### config.mk
export PLATFORM = sky130hd
export DESIGN_NAME = uart_rx_deser
export DESIGN_NICKNAME = d
export VERILOG_FILES = /design/src/rtl/uart_rx_deser.sv
export SDC_FILE = /design/constraint.sdc
export NUM_CORES = 1
export LEC_CHECK = 0
export BUFFER_PORTS_ARGS = -buffer_cell sky130_fd_sc_hd__buf_2
export CELL_PAD_IN_SITES_DETAIL_PLACEMENT = 1
export CELL_PAD_IN_SITES_GLOBAL_PLACEMENT = 2
export CORE_ASPECT_RATIO = 1.25
export CORE_MARGIN = 2
export CORE_UTILIZATION = 44
export DETAILED_ROUTE_END_ITERATION = 10
export PLACE_DENSITY = 0.95
export REMOVE_ABC_BUFFERS = 1
export SKIP_CTS_REPAIR_TIMING = 1
export SLEW_MARGIN = 10
export SYNTH_ARGS = -nofsm -noshare
export SYNTH_HDL_FRONTEND = slang
export SYNTH_SLANG_ARGS = --single-unit
### constraint.sdc
create_clock -name clk -period 10.4 [get_ports clk]
set_clock_uncertainty 0.15 [all_clocks]
set_input_delay 0.52 -clock clk [delete_from_list [all_inputs] [get_ports clk]]
set_output_delay 0.52 -clock clk [all_outputs]
set_load 0.01 [all_outputs]
### src/rtl/uart_rx_deser.sv
// uart_rx_deser: oversampling UART receiver (8N1, LSB first) with a byte FIFO, framing and overrun error pulses
module uart_rx_deser #(
  parameter int OVERSAMPLE = 16,
  parameter int FIFO_DEPTH = 4,
  parameter int DIV_WIDTH  = 16
) (
  input  logic                          clk,
  input  logic                          rst_n,
  input  logic                          en,
  input  logic [DIV_WIDTH-1:0]          clkdiv,
  input  logic                          rx,
  output logic [7:0]                    out_data,
  output logic                          out_valid,
  input  logic                          out_ready,
  output logic [$clog2(FIFO_DEPTH):0]   fifo_level,
  output logic                          err_framing,
  output logic                          err_overrun
);
  localparam int AW = $clog2(FIFO_DEPTH);
  localparam int TW = $clog2(OVERSAMPLE);
  typedef enum logic [2:0] {IDLE, START, DATA, STOP, WAIT_HIGH} state_t;
  state_t state_q, state_d;
  logic rx_s1_q, rx_s2_q;
  logic [DIV_WIDTH-1:0] presc_q, presc_d, div_eff;
  logic [TW-1:0] tcnt_q, tcnt_d;
  logic [2:0] bcnt_q, bcnt_d;
  logic [7:0] sh_q, sh_d;
  logic [7:0] mem_q [FIFO_DEPTH];
  logic [7:0] mem_d [FIFO_DEPTH];
  logic [AW-1:0] wr_q, wr_d, rd_q, rd_d;
  logic [AW:0] lvl_q, lvl_d;
  logic err_framing_q, err_framing_d, err_overrun_q, err_overrun_d;
  logic tick, mid, bit_end, push, pop, full, accept;

  assign div_eff  = (clkdiv == '0) ? DIV_WIDTH'(1) : clkdiv;
  assign tick     = presc_q >= div_eff - DIV_WIDTH'(1);
  assign mid      = tick && tcnt_q == TW'(OVERSAMPLE / 2 - 1);
  assign bit_end  = tick && tcnt_q == TW'(OVERSAMPLE - 1);
  assign out_valid = lvl_q != '0;
  assign full     = lvl_q == (AW+1)'(FIFO_DEPTH);
  assign pop      = out_valid && out_ready;
  assign push     = en && state_q == STOP && bit_end && rx_s2_q;
  assign accept   = push && (!full || pop);
  assign out_data = mem_q[rd_q];
  assign fifo_level  = lvl_q;
  assign err_framing = err_framing_q;
  assign err_overrun = err_overrun_q;

  always_ff @(posedge clk or negedge rst_n) begin
    if (!rst_n) begin
      state_q       <= IDLE;
      rx_s1_q       <= 1'b1;
      rx_s2_q       <= 1'b1;
      presc_q       <= '0;
      tcnt_q        <= '0;
      bcnt_q        <= '0;
      sh_q          <= '0;
      for (int i = 0; i < FIFO_DEPTH; i++) mem_q[i] <= '0;
      wr_q          <= '0;
      rd_q          <= '0;
      lvl_q         <= '0;
      err_framing_q <= 1'b0;
      err_overrun_q <= 1'b0;
    end else begin
      state_q       <= state_d;
      rx_s1_q       <= rx;
      rx_s2_q       <= rx_s1_q;
      presc_q       <= presc_d;
      tcnt_q        <= tcnt_d;
      bcnt_q        <= bcnt_d;
      sh_q          <= sh_d;
      mem_q         <= mem_d;
      wr_q          <= wr_d;
      rd_q          <= rd_d;
      lvl_q         <= lvl_d;
      err_framing_q <= err_framing_d;
      err_overrun_q <= err_overrun_d;
    end
  end

  always_comb begin
    state_d = state_q;
    case (state_q)
      IDLE:      state_d = !rx_s2_q ? START : IDLE;
      START:     state_d = mid ? (rx_s2_q ? IDLE : DATA) : START;
      DATA:      state_d = (bit_end && bcnt_q == 3'd7) ? STOP : DATA;
      STOP:      state_d = bit_end ? (rx_s2_q ? IDLE : WAIT_HIGH) : STOP;
      WAIT_HIGH: state_d = rx_s2_q ? IDLE : WAIT_HIGH;
      default:   state_d = IDLE;
    endcase
    if (!en) state_d = IDLE;
  end

  always_comb begin
    presc_d = (state_q == IDLE || tick) ? '0 : presc_q + DIV_WIDTH'(1);
    tcnt_d = (state_q inside {IDLE, WAIT_HIGH} || (state_q == START ? mid : bit_end)) ? '0 : tcnt_q + TW'(tick);
    bcnt_d = (state_q == START) ? '0 : bcnt_q + 3'(state_q == DATA && bit_end);
    sh_d = (state_q == DATA && bit_end) ? {rx_s2_q, sh_q[7:1]} : sh_q;
    mem_d = mem_q;
    if (accept) mem_d[wr_q] = sh_q;
    wr_d = wr_q + AW'(accept);
    rd_d = rd_q + AW'(pop);
    lvl_d = lvl_q + (AW+1)'(accept) - (AW+1)'(pop);
    err_framing_d = en && state_q == STOP && bit_end && !rx_s2_q;
    err_overrun_d = push && !accept;
  end
endmodule

==> summary.md <==
| Metric | Value |
|---|---|
| N_diodes | 0 |
| Setup TNS | 0 ns |
| Fmax | 0.1929 GHz |
| Synthesized area per cell | 11.77 µm² |
| Largest family of logic cells by synthesized area | multiplexers |
| Synth warn | 0 |
| P&R area growth vs syn | 13.53% |
| Layout cells sized above 1 | 0.2854 |
| Relative slew slack | 0.3402 |
| FP Rows | 40 |
| Root buffer cell | clkbuf_16 |
| Synth Area in XOR/XNOR | 0.07029 |
| Setup CP Type | in2reg |
| Startpoint Class | primary input |
| Met2 usage | 0.3505 |
| DR pass1 iterations | 4 |
| # IOs | 35 |
| Vias in the first global route | 3225 |
| Top cell type by total area after synthesis | dfrtp_1 |
| Grt met1 use | 0.2449 |
| Synthesized area | 0.004237 mm² |
| GR peak layer | met2 |
| RSZ-0062 raised after global routing | no |
| Final min period | 5.183 ns |
| P per Cell Area | between 100 and 150 mW/mm² |
| Post-synthesis compound-gate area fraction | 0.07856 |
| H-tree depth | 3 |
| Reg2Reg Depth | 15 |
| Final wirelength | 9496 µm |
| Max-Cap Viols | 0 |
| Asr flop ratio synth | 1.000 |
| Clock latency on the worst-skew pair | between 0.3 and 0.4 ns |
| Critical path's most frequent cell | ha_1 |
| Setup Slack @ Placement | 4.896 ns |
| Via count | 2904 |
| Worst-path clk slew | 0.06 ns |
| Library cells used by synthesis | 48 |
| Core footprint | 0.009509 mm² |
| Clock Tree Buf Depth | 2 |
| Flop2flop setup slack | around 7 ns |
| Grt ovf | 0 |
| Adder-cell area share of the yosys netlist | 0.08151 |
| Via-to-Cell Ratio | 5.490 |
| Hold WC Path Type | in2reg |
| Final HPWL DP | 6731 µm |
| Die area | between 0.01 and 0.015 mm² |
| Crit path buf inv count | 4 |
| Initial antenna violation count | 0 |
| Register area share after synthesis | 0.4554 |
| Critical path cell sequence | buf_2 > or4_1 > or3_1 > nor3_1 > a31oi_1 > ha_1 > nand2_1 > or3_1 > nor3_1 > xnor2_1 > ha_1 > nand4_1 > a211oi_1 > a32oi_2 > buf_4 > a21oi_1 > nand2_1 > ha_1 > inv_1 > ha_1 > inv_1 > fa_1 > xnor2_1 > xnor2_1 |
| Stages on the worst setup path | 24 |
| All-layer global routing usage | 0.1961 |
| CP top delay family | simple AND/OR/NAND/NOR gates |
| Reg-to-reg endpoint | fifo_level[2] |
| Final worst setup slack | 5.217 ns |
| CP max stage delay | 0.57 ns |
| Port bufs | 34 |
| CP Max Fanout | 15 |
| Residual DRC | 0 |
| Critical Path RT | 10.50 ns |
| Nets | about 450 |
| Commonest non-fill, non-tap cell in the layout | dfrtp_1 |
| Peak VDD IR | 0.0001197 V |
| Initial core utilization | 0.4455 |
| Outcome | complete, no violations |
| Die Width | 91.77 µm |
| Clock Sink Count | 77 |
| Most frequent cells in the layout | 75 x dfrtp_1, 41 x mux2_2, 33 x buf_2 |
| Pins over their slew limit | 0 |
| ANT nets after route | 0 |
| Leakage power | 2.241 nW |
| Yosys top cell area share | 0.4430 |
| Main area contributors after synthesis | dfrtp_1 44%, mux2_2 11%, ha_1 7.7% |
| Met3 usage | 0.03897 |
| First-pass GRT wire length | 16210 µm |
| Hold Path Sink | rx_s1_q |
| Crit end category | flip-flop |
| Pin count of the biggest net entering global routing | a little under 80 |
| Die H | 113.7 µm |
| Num CTS Buffers | 9 |
| RR Startpoint | presc_q[0] |
| Hold Path Stages | 1 |
| Initial DRC count | 97 |
| EDFF count, synth | 0 |
| Final hold vios | 0 |
| Simple-Gate Fraction of Synth Area | 0.1400 |
| Mux cell area share after synthesis | 0.1515 |
| Gpl congestion | ~0.76 |
| Post-synth top flop | dfrtp_1 |
| Final setup violation count | 0 |
| CP Data Arrival Time | 5.28 ns |
| Hold Path Origin | rx |
| Worst slew pin tran | 0.9897 ns |
| Routed length per instance | ~18 µm |
| CP max-delay cell | or4_1 |
| CTS tree | done |
| Synthesis-stage register bit count | 77 |
| Instance count of the mapped netlist | 360 |
| Fin crit share | 0.4983 |
[through the flow]
stage / std cells / util / hold slack [ns] / area, µm² / total power [mW]
6_report: 529 / 0.5058 / 0.1361 / 4810 / 0.6252
5_1_grt: 529 / 0.5058 / 0.1242 / 4810 / 0.6492
4_1_cts: 529 / 0.5058 / 0.1218 / 4810 / 0.6343
3_5_place_dp: 513 / 0.4757 / 0.1969 / 4523 / 0.3388
3_3_place_gp: 513 / 0.4757 / 0.1954 / 4523 / 0.3374
2_1_floorplan: 351 / - / 0.07441 / 4178 / 0.3220
[layer usage]
layer  wire [µm]  vias to the layer above
met5           0                        -
met2        5090                       40
li1            -                     1381
met4          61                        0
met3         279                        4
met1        4064                     1479
[where the power goes]
group	internal, mW	switching (mW)	total, mW	leakage (nW)
registers	0.301	0.00194	0.303	1.07
clock network	0.169	0.123	0.292	0.139
logic	0.0104	0.0193	0.0297	1.04
total	0.481	0.144	0.625	2.24
[state kept, by name, summed over array words and instances, names as in the netlist]
signal / cells
bcnt_q: 3
rx_s1_q: 1
tcnt_q: 4
rd_q: 2
mem_q: 32
err_framing: 1
err_overrun: 1
wr_q: 2
rx_s2_q: 1
state_q: 3
sh_q: 8
presc_q: 16
fifo_level: 3
[worst register-to-register path: cells and delay by family (launching register included)]
| kind | cells | cell delay (ns) |
|---|---|---|
| AOI/OAI and AO/OA | 3 | 0.76 |
| and+or+nand+nor | 2 | 0.22 |
| xor gates and xnor gates | 2 | 0.34 |
| buffers and inverters | 4 | 0.46 |
| adders and majority gates | 4 | 1.02 |
| DFF | 1 | 0.39 |
[worst max path at each step]
stage	start	to	slack, ns
6_report	clkdiv[10]	fifo_level[2]	5.22
3_5_place_dp	clkdiv[10]	fifo_level[2]	4.90
3_3_place_gp	clkdiv[10]	fifo_level[2]	5.06
2_1_floorplan	clkdiv[10]	fifo_level[2]	5.26
5_1_grt	clkdiv[10]	fifo_level[2]	4.87
4_1_cts	clkdiv[10]	fifo_level[2]	5.20
[layout make-up]
type	count	area, µm²
Inverter	10	37.54
Sequential cell	77	1929
Fill cell	1047	4700
Tap cell	126	157.7
Timing Repair Buffer	36	187.7
Multi-Input combinational cell	264	2211
Clock inverter	6	47.55
Clock buffer	10	239.0
[cells by family after synthesis]
| logic type | after synthesis |
|---|---|
| AO/OA/AOI/OAI | 39 |
| XOR/XNOR | 34 |
| adder cells (fa/ha/maj) | 27 |
| buffers and inverters | 19 |
| flip-flops | 77 |
| multiplexers | 49 |
| AND/OR/NAND/NOR | 115 |
[synth_stat cells, drive strengths merged (3+ instances only)]
cell / count
or3: 6
a21oi: 15
and3: 6
xor2: 12
ha: 26
clkbuf: 3
o21ai: 5
nor2: 31
nor3: 12
and2: 7
xnor2: 22
a21o: 3
nor4: 4
nor3b: 3
dfrtp: 75
nor2b: 4
buf: 6
a211oi: 4
mux2: 41
inv: 10
mux4: 8
nand2: 18
nand3: 8
nand4: 8
Power figures use the tool's default switching activity.
